--- src/rtl/bmc_tx.sv ---
// USB-PD BMC transmitter: preamble, then 4b5b symbols LSB first, then a tail edge
// and a low hold before releasing the CC line.
module bmc_tx #(
    parameter int unsigned system_khz    = 200000,
    parameter int unsigned bit_khz       = 300,
    parameter int unsigned preamble_bits = 64,
    parameter int unsigned hold_ns       = 1000
) (
    input  logic       clock,
    input  logic       nrst,
    input  logic       tx_start,
    input  logic [4:0] tx_sym,
    input  logic       tx_sym_valid,
    input  logic       tx_sym_last,
    output logic       tx_sym_ready,
    input  logic       cc_lock,
    output logic       cc_dout,
    output logic       cc_io_ctrl,
    output logic       tx_busy,
    output logic       tx_done,
    output logic       tx_err
);

    localparam int unsigned Half    = system_khz / (2 * bit_khz);
    localparam int unsigned HoldCyc = (system_khz * hold_ns) / 1000000;
    localparam int unsigned CntW    = (Half > 1) ? $clog2(Half) : 1;
    localparam int unsigned HoldW   = (HoldCyc > 1) ? $clog2(HoldCyc) : 1;
    localparam int unsigned PreW    = (preamble_bits > 1) ? $clog2(preamble_bits) : 1;

    localparam logic [CntW-1:0]  HalfMax = CntW'(Half - 1);
    localparam logic [HoldW-1:0] HoldMax = HoldW'(HoldCyc - 1);
    localparam logic [PreW-1:0]  PreMax  = PreW'(preamble_bits - 1);

    typedef enum logic [2:0] {StIdle, StPre, StData, StTail, StHold} state_e;

    state_e           state_q, state_d;
    logic [CntW-1:0]  cnt_q, cnt_d;
    logic             half_q, half_d;
    logic [PreW-1:0]  pre_q, pre_d;
    logic [2:0]       bit_q, bit_d;
    logic [4:0]       shift_q, shift_d;
    logic             last_q, last_d;
    logic [4:0]       buf_q, buf_d;
    logic             buf_last_q, buf_last_d;
    logic             buf_valid_q, buf_valid_d;
    logic [HoldW-1:0] hold_q, hold_d;
    logic             abort_q, abort_d;
    logic             dout_q, dout_d;
    logic             io_q, io_d;
    logic             err_q, err_d;
    logic             done_q, done_d;

    logic cur_bit;
    logic boundary;

    assign tx_sym_ready = !buf_valid_q && ((state_q == StPre) || (state_q == StData));
    assign tx_busy      = (state_q != StIdle);
    assign cc_dout      = dout_q;
    assign cc_io_ctrl   = io_q;
    assign tx_done      = done_q;
    assign tx_err       = err_q;

    // Preamble alternates 0,1,... so the bit value is the LSB of its index.
    assign cur_bit  = (state_q == StPre) ? pre_q[0] : shift_q[0];
    assign boundary = ((state_q == StPre) && (pre_q == PreMax)) ||
                      ((state_q == StData) && (bit_q == 3'd4));

    always_comb begin
        state_d     = state_q;
        cnt_d       = cnt_q;
        half_d      = half_q;
        pre_d       = pre_q;
        bit_d       = bit_q;
        shift_d     = shift_q;
        last_d      = last_q;
        buf_d       = buf_q;
        buf_last_d  = buf_last_q;
        buf_valid_d = buf_valid_q;
        hold_d      = hold_q;
        abort_d     = abort_q;
        dout_d      = dout_q;
        io_d        = io_q;
        err_d       = 1'b0;
        done_d      = 1'b0;

        if (tx_sym_valid && tx_sym_ready) begin
            buf_d       = tx_sym;
            buf_last_d  = tx_sym_last;
            buf_valid_d = 1'b1;
        end

        case (state_q)
            StIdle: begin
                if (tx_start) begin
                    if (cc_lock) begin
                        state_d = StPre;
                        io_d    = 1'b1;
                        dout_d  = 1'b1;
                        cnt_d   = '0;
                        half_d  = 1'b0;
                        pre_d   = '0;
                        bit_d   = '0;
                        last_d  = 1'b0;
                        abort_d = 1'b0;
                    end else begin
                        err_d = 1'b1;
                    end
                end
            end
            StPre, StData: begin
                if (cnt_q == HalfMax) begin
                    cnt_d = '0;
                    if (!half_q) begin
                        half_d = 1'b1;
                        if (cur_bit) dout_d = ~dout_q;
                    end else begin
                        half_d = 1'b0;
                        if (!boundary) begin
                            if (state_q == StPre) begin
                                pre_d = pre_q + 1'b1;
                            end else begin
                                shift_d = {1'b0, shift_q[4:1]};
                                bit_d   = bit_q + 1'b1;
                            end
                            dout_d = ~dout_q;
                        end else if ((state_q == StData) && last_q) begin
                            state_d = StTail;
                            dout_d  = 1'b0;
                        end else if (buf_valid_q) begin
                            state_d     = StData;
                            shift_d     = buf_q;
                            last_d      = buf_last_q;
                            buf_valid_d = 1'b0;
                            bit_d       = '0;
                            dout_d      = ~dout_q;
                        end else begin
                            // Underrun: nothing to send at a symbol boundary.
                            state_d = StTail;
                            dout_d  = 1'b0;
                            err_d   = 1'b1;
                            abort_d = 1'b1;
                        end
                    end
                end else begin
                    cnt_d = cnt_q + 1'b1;
                end
            end
            StTail: begin
                state_d = StHold;
                hold_d  = '0;
            end
            StHold: begin
                if (hold_q == HoldMax) begin
                    state_d = StIdle;
                    io_d    = 1'b0;
                    done_d  = !abort_q;
                end else begin
                    hold_d = hold_q + 1'b1;
                end
            end
            default: state_d = StIdle;
        endcase
    end

    always_ff @(posedge clock) begin
        if (!nrst) begin
            state_q     <= StIdle;
            cnt_q       <= '0;
            half_q      <= 1'b0;
            pre_q       <= '0;
            bit_q       <= '0;
            shift_q     <= '0;
            last_q      <= 1'b0;
            buf_q       <= '0;
            buf_last_q  <= 1'b0;
            buf_valid_q <= 1'b0;
            hold_q      <= '0;
            abort_q     <= 1'b0;
            dout_q      <= 1'b0;
            io_q        <= 1'b0;
            err_q       <= 1'b0;
            done_q      <= 1'b0;
        end else begin
            state_q     <= state_d;
            cnt_q       <= cnt_d;
            half_q      <= half_d;
            pre_q       <= pre_d;
            bit_q       <= bit_d;
            shift_q     <= shift_d;
            last_q      <= last_d;
            buf_q       <= buf_d;
            buf_last_q  <= buf_last_d;
            buf_valid_q <= buf_valid_d;
            hold_q      <= hold_d;
            abort_q     <= abort_d;
            dout_q      <= dout_d;
            io_q        <= io_d;
            err_q       <= err_d;
            done_q      <= done_d;
        end
    end

endmodule
--- config.mk ---
export PLATFORM = sky130hd
export DESIGN_NAME = bmc_tx
export DESIGN_NICKNAME = d
export VERILOG_FILES = /design/src/rtl/bmc_tx.sv
export SDC_FILE = /design/constraint.sdc
export NUM_CORES = 1
export LEC_CHECK = 0
export BUFFER_PORTS_ARGS = -buffer_cell sky130_fd_sc_hd__buf_2
export CORE_MARGIN = 3
export CORE_UTILIZATION = 40
export DETAILED_ROUTE_END_ITERATION = 10
export HOLD_SLACK_MARGIN = 0.1
export PLACE_DENSITY_LB_ADDON = 0.08
export SYNTH_ARGS = -nofsm -noshare
export SYNTH_HDL_FRONTEND = slang
export SYNTH_SLANG_ARGS = --single-unit
--- constraint.sdc ---
create_clock -name clock -period 2.6 [get_ports clock]
set_input_delay 0.52 -clock clock [delete_from_list [all_inputs] [get_ports clock]]
set_output_delay 0.52 -clock clock [all_outputs]
set_load 0.01 [all_outputs]
==> qor.yml <==
grt_pass1_wl_um: 9480
vias: 2112
synth_top_family_by_area: "simple AND/OR/NAND/NOR gates"
skew_ns: 0.00822
multi_input_area_mm2: 0.00141
synth_compound_area_share_pct: 17.8
async_flop_share_pct: 0
grt_pass1_vias: 1949
dpl_cell_area_mm2: 0.00264
drt_iter0_markers: 142
ys_seq_area_share_pct: 38.9
dpl.hpwl_um: 3970
clk_pin_slew_ns: 0.10
reg2reg_setup_slack_ns: 0.43
p_leak_nw: 0.985
syn_area_mm2: 0.00247
peakVddDrop_mv: 0.349
synth_edf_count: 0
slowest_delay_ns: 0.60
yosysTopAreaCell: "dfxtp_1"
finalMaxSlewViolations: 0
htreeDepth: 2
grt-ovfl-total: 0
boundaryPins: 17
cts_resized: 0
r2r_end: "pre_q[5]"
p_switching_w: 0.000561
seqPwrFrac_pct: 44.0
initial_core_util_pct: 41.5
critPathLaunchType: "flop"
grt_max_degree: 24
post_drt_via_cell_ratio: 5.63
holdCritStartpoint: "tx_sym[0]"
hold_class: "in2reg"
postCtsHoldBufs: 0
path_cells: "nand2b_2 > a21o_1 > nor2_1 > buf_2"
crit_arrival_ns: 1.79
max_cap_violations: 0
worstMarginPinSlew_ns: 0.575
synth-xor-area-share_pct: 3.90
synth_top_cell_area_share_pct: 38.9
comb_power_share_pct: 21.6
power_density_mw_per_mm2: 680
hold_end: "buf_q[0]"
antenna_left: 0
rsz0062_at_grt: "no"
clock_latency_ns: 0.30
clockBufferDepth: 2
r2r.worst_path.cells: 5
status: "complete, no violations"
antenna_found_initial: 0
hold_depth: 3
hold_viol: 0
slew_headroom_pct: 61.2
cp-end-kind: "output port"
min_period_ns: 2.31
antennaDiodeCount: 0
synth_adder_area_share_pct: 3.04
synthCells: 281
crit_slowest_cell: "dfxtp_1"
die_h_um: 84.6
worstPathMaxFanout: 13
cts_root_buf: "clkbuf_8"
clkPwrFrac_pct: 34.4
register_area_um2: 961
port_buffers: 16
synth_mux_area_share_pct: 6.12
tns_ns: 0
synth_fp_nets: 298
fp-row-count: 28
cts_buffers: 5
drc_errors: 0
drt-pass1-iter-count: 4
drt_wl_total_um: 5520
criticalPathCategory: "reg2out"
setup_violations: 0
crit_start: "state_q[0]"
nNetsFinal: 316
drive_gt1_share_pct: 15.3
synth_warnings: 0
syn_area_per_cell_um2: 8.80
avgRoutedWirePerCell_um: 14.7
synth-seq-cells: 48
final_area_mm2: 0.00278
power.internal_w: 0.00133
fin_util_pct: 46.6
syn_to_final_growth_pct: 12.3
coreArea_mm2: 0.00596
netSwitchingFraction_pct: 29.7
finalPower_w: 0.00189
r2r-start: "state_q[0]"
cts.sinks: 48
synth.distinct_cells: 54
fmax_ghz: 0.434
ys_top_cells_by_area: "dfxtp_1 (39%), mux2i_1 (5.7%), nor2_1 (4.7%)"
track_usage_pct: 16.1
cts_tree: "yes"
gp_congestion: 0.896
synthSimpleGateAreaFrac_pct: 26.3
cp.required_ns: 2.08
die_w_um: 84.6
post-route-period-util_pct: 88.7
postCtsSetupBuffers: 0
synth-main-ff-cell: "dfxtp_1"
die_area_mm2: 0.00716
nFillCells: 603
## cells in the final DEF (no fill, tap or decap), types with 2 or more instances in the layout
| cell | instances |
|---|---|
| nand2b_1 | 2 |
| nand3_1 | 14 |
| clkbuf_8 | 5 |
| a21boi_0 | 2 |
| nand4_1 | 9 |
| nor4_1 | 2 |
| xor2_1 | 8 |
| a22oi_1 | 2 |
| mux2i_1 | 14 |
| a311oi_1 | 6 |
| buf_2 | 16 |
| o32ai_1 | 2 |
| o311a_1 | 2 |
| and3_1 | 5 |
| a31oi_1 | 4 |
| nand3b_1 | 2 |
| nor3_1 | 6 |
| bufinv_16 | 2 |
| nor3b_2 | 2 |
| xnor2_1 | 3 |
| o21ai_0 | 8 |
| or3_1 | 5 |
| dfxtp_1 | 48 |
| ha_1 | 6 |
| a21oi_1 | 20 |
| buf_4 | 8 |
| o22a_1 | 2 |
| inv_1 | 9 |
| nor3b_1 | 2 |
| nand4b_1 | 2 |
| or4_1 | 2 |
| nor2_1 | 31 |
| nand2_1 | 22 |
| a211oi_1 | 2 |
| and2_1 | 4 |
## worst max path at each step
stage	end	slack (ns)	cells after the start
floorplan	pre_q[4]	0.58	8
global placement	pre_q[5]	0.53	5
detailed placement	shift_q[2]	0.45	6
CTS	tx_sym_ready	0.29	4
global route	tx_sym_ready	0.15	4
finish	tx_sym_ready	0.29	4
## power by group through the flow
stage	Combinational (W)	Clock, W	Sequential [W]
after floorplan	0.000306	0	0.000822
after global placement	0.000408	0	0.000845
after detailed placement	0.000409	0	0.000847
after CTS	0.000410	0.000672	0.000830
after global routing	0.000459	0.000688	0.000840
final	0.000408	0.000650	0.000830
## logic make-up (layout without fill, tap and decap cells)
group	count (synthesis)	after routing
AND/OR/NAND/NOR	118	118
AO/OA/AOI/OAI	61	61
flip-flops	48	48
buffers and inverters	22	41
multiplexers	15	15
XOR/XNOR	11	11
adder cells (fa/ha/maj)	6	6
## synth_stat cells, types with 5 or more instances
library cell / number
dfxtp_1: 48
nor2_1: 31
nand2_1: 22
a21oi_1: 20
mux2i_1: 14
nand3_1: 14
inv_1: 9
nand4_1: 9
buf_2: 8
o21ai_0: 8
xor2_1: 8
a311oi_1: 6
ha_1: 6
nor3_1: 6
and3_1: 5
or3_1: 5
## final cells by class
type,count,share of cell area [%]
multi-input combinational,211,50.8
inverter,9,1.22
sequential,48,34.6
clock buffer,5,2.48
tap,75,3.38
clock inverter,3,2.48
timing repair buffer,24,5.05
## per-stage QoR
step                hold slack [ns]  cells  setup WS [ns]
floorplan                     0.399    281          0.583
global placement              0.442    367          0.526
detailed placement            0.451    367          0.452
CTS                           0.434    375          0.293
global route                  0.463    375          0.149
finish                        0.441    375          0.294
## worst max-delay path, delay by kind of cell, from the launching register on
family                 cells  cell delay [ns]
DFF                        1             0.60
and+or+nand+nor            2             0.38
AOI/OAI and AO/OA          1             0.36
buffers and inverters      1             0.15
## routing by layer
| layer | global-route usage [%] | share of wire (%) | vias up |
|---|---|---|---|
| met5 | 0 | 0 | - |
| met1 | 22.1 | 50 | 990 |
| met4 | 4.89 | 1.5 | 0 |
| li1 | - | - | 1071 |
| met3 | 2.75 | 4.1 | 12 |
| met2 | 25.7 | 45 | 39 |
## state kept, by name, summed over array words and instances (netlist names)
register / flops
pre_q: 6
tx_done: 1
cc_io_ctrl: 1
cnt_q: 9
bit_q: 3
hold_q: 8
half_q: 1
buf_valid_q: 1
last_q: 1
buf_last_q: 1
cc_dout: 1
abort_q: 1
tx_err: 1
shift_q: 5
state_q: 3
buf_q: 5
Power figures use the tool's default switching activity.
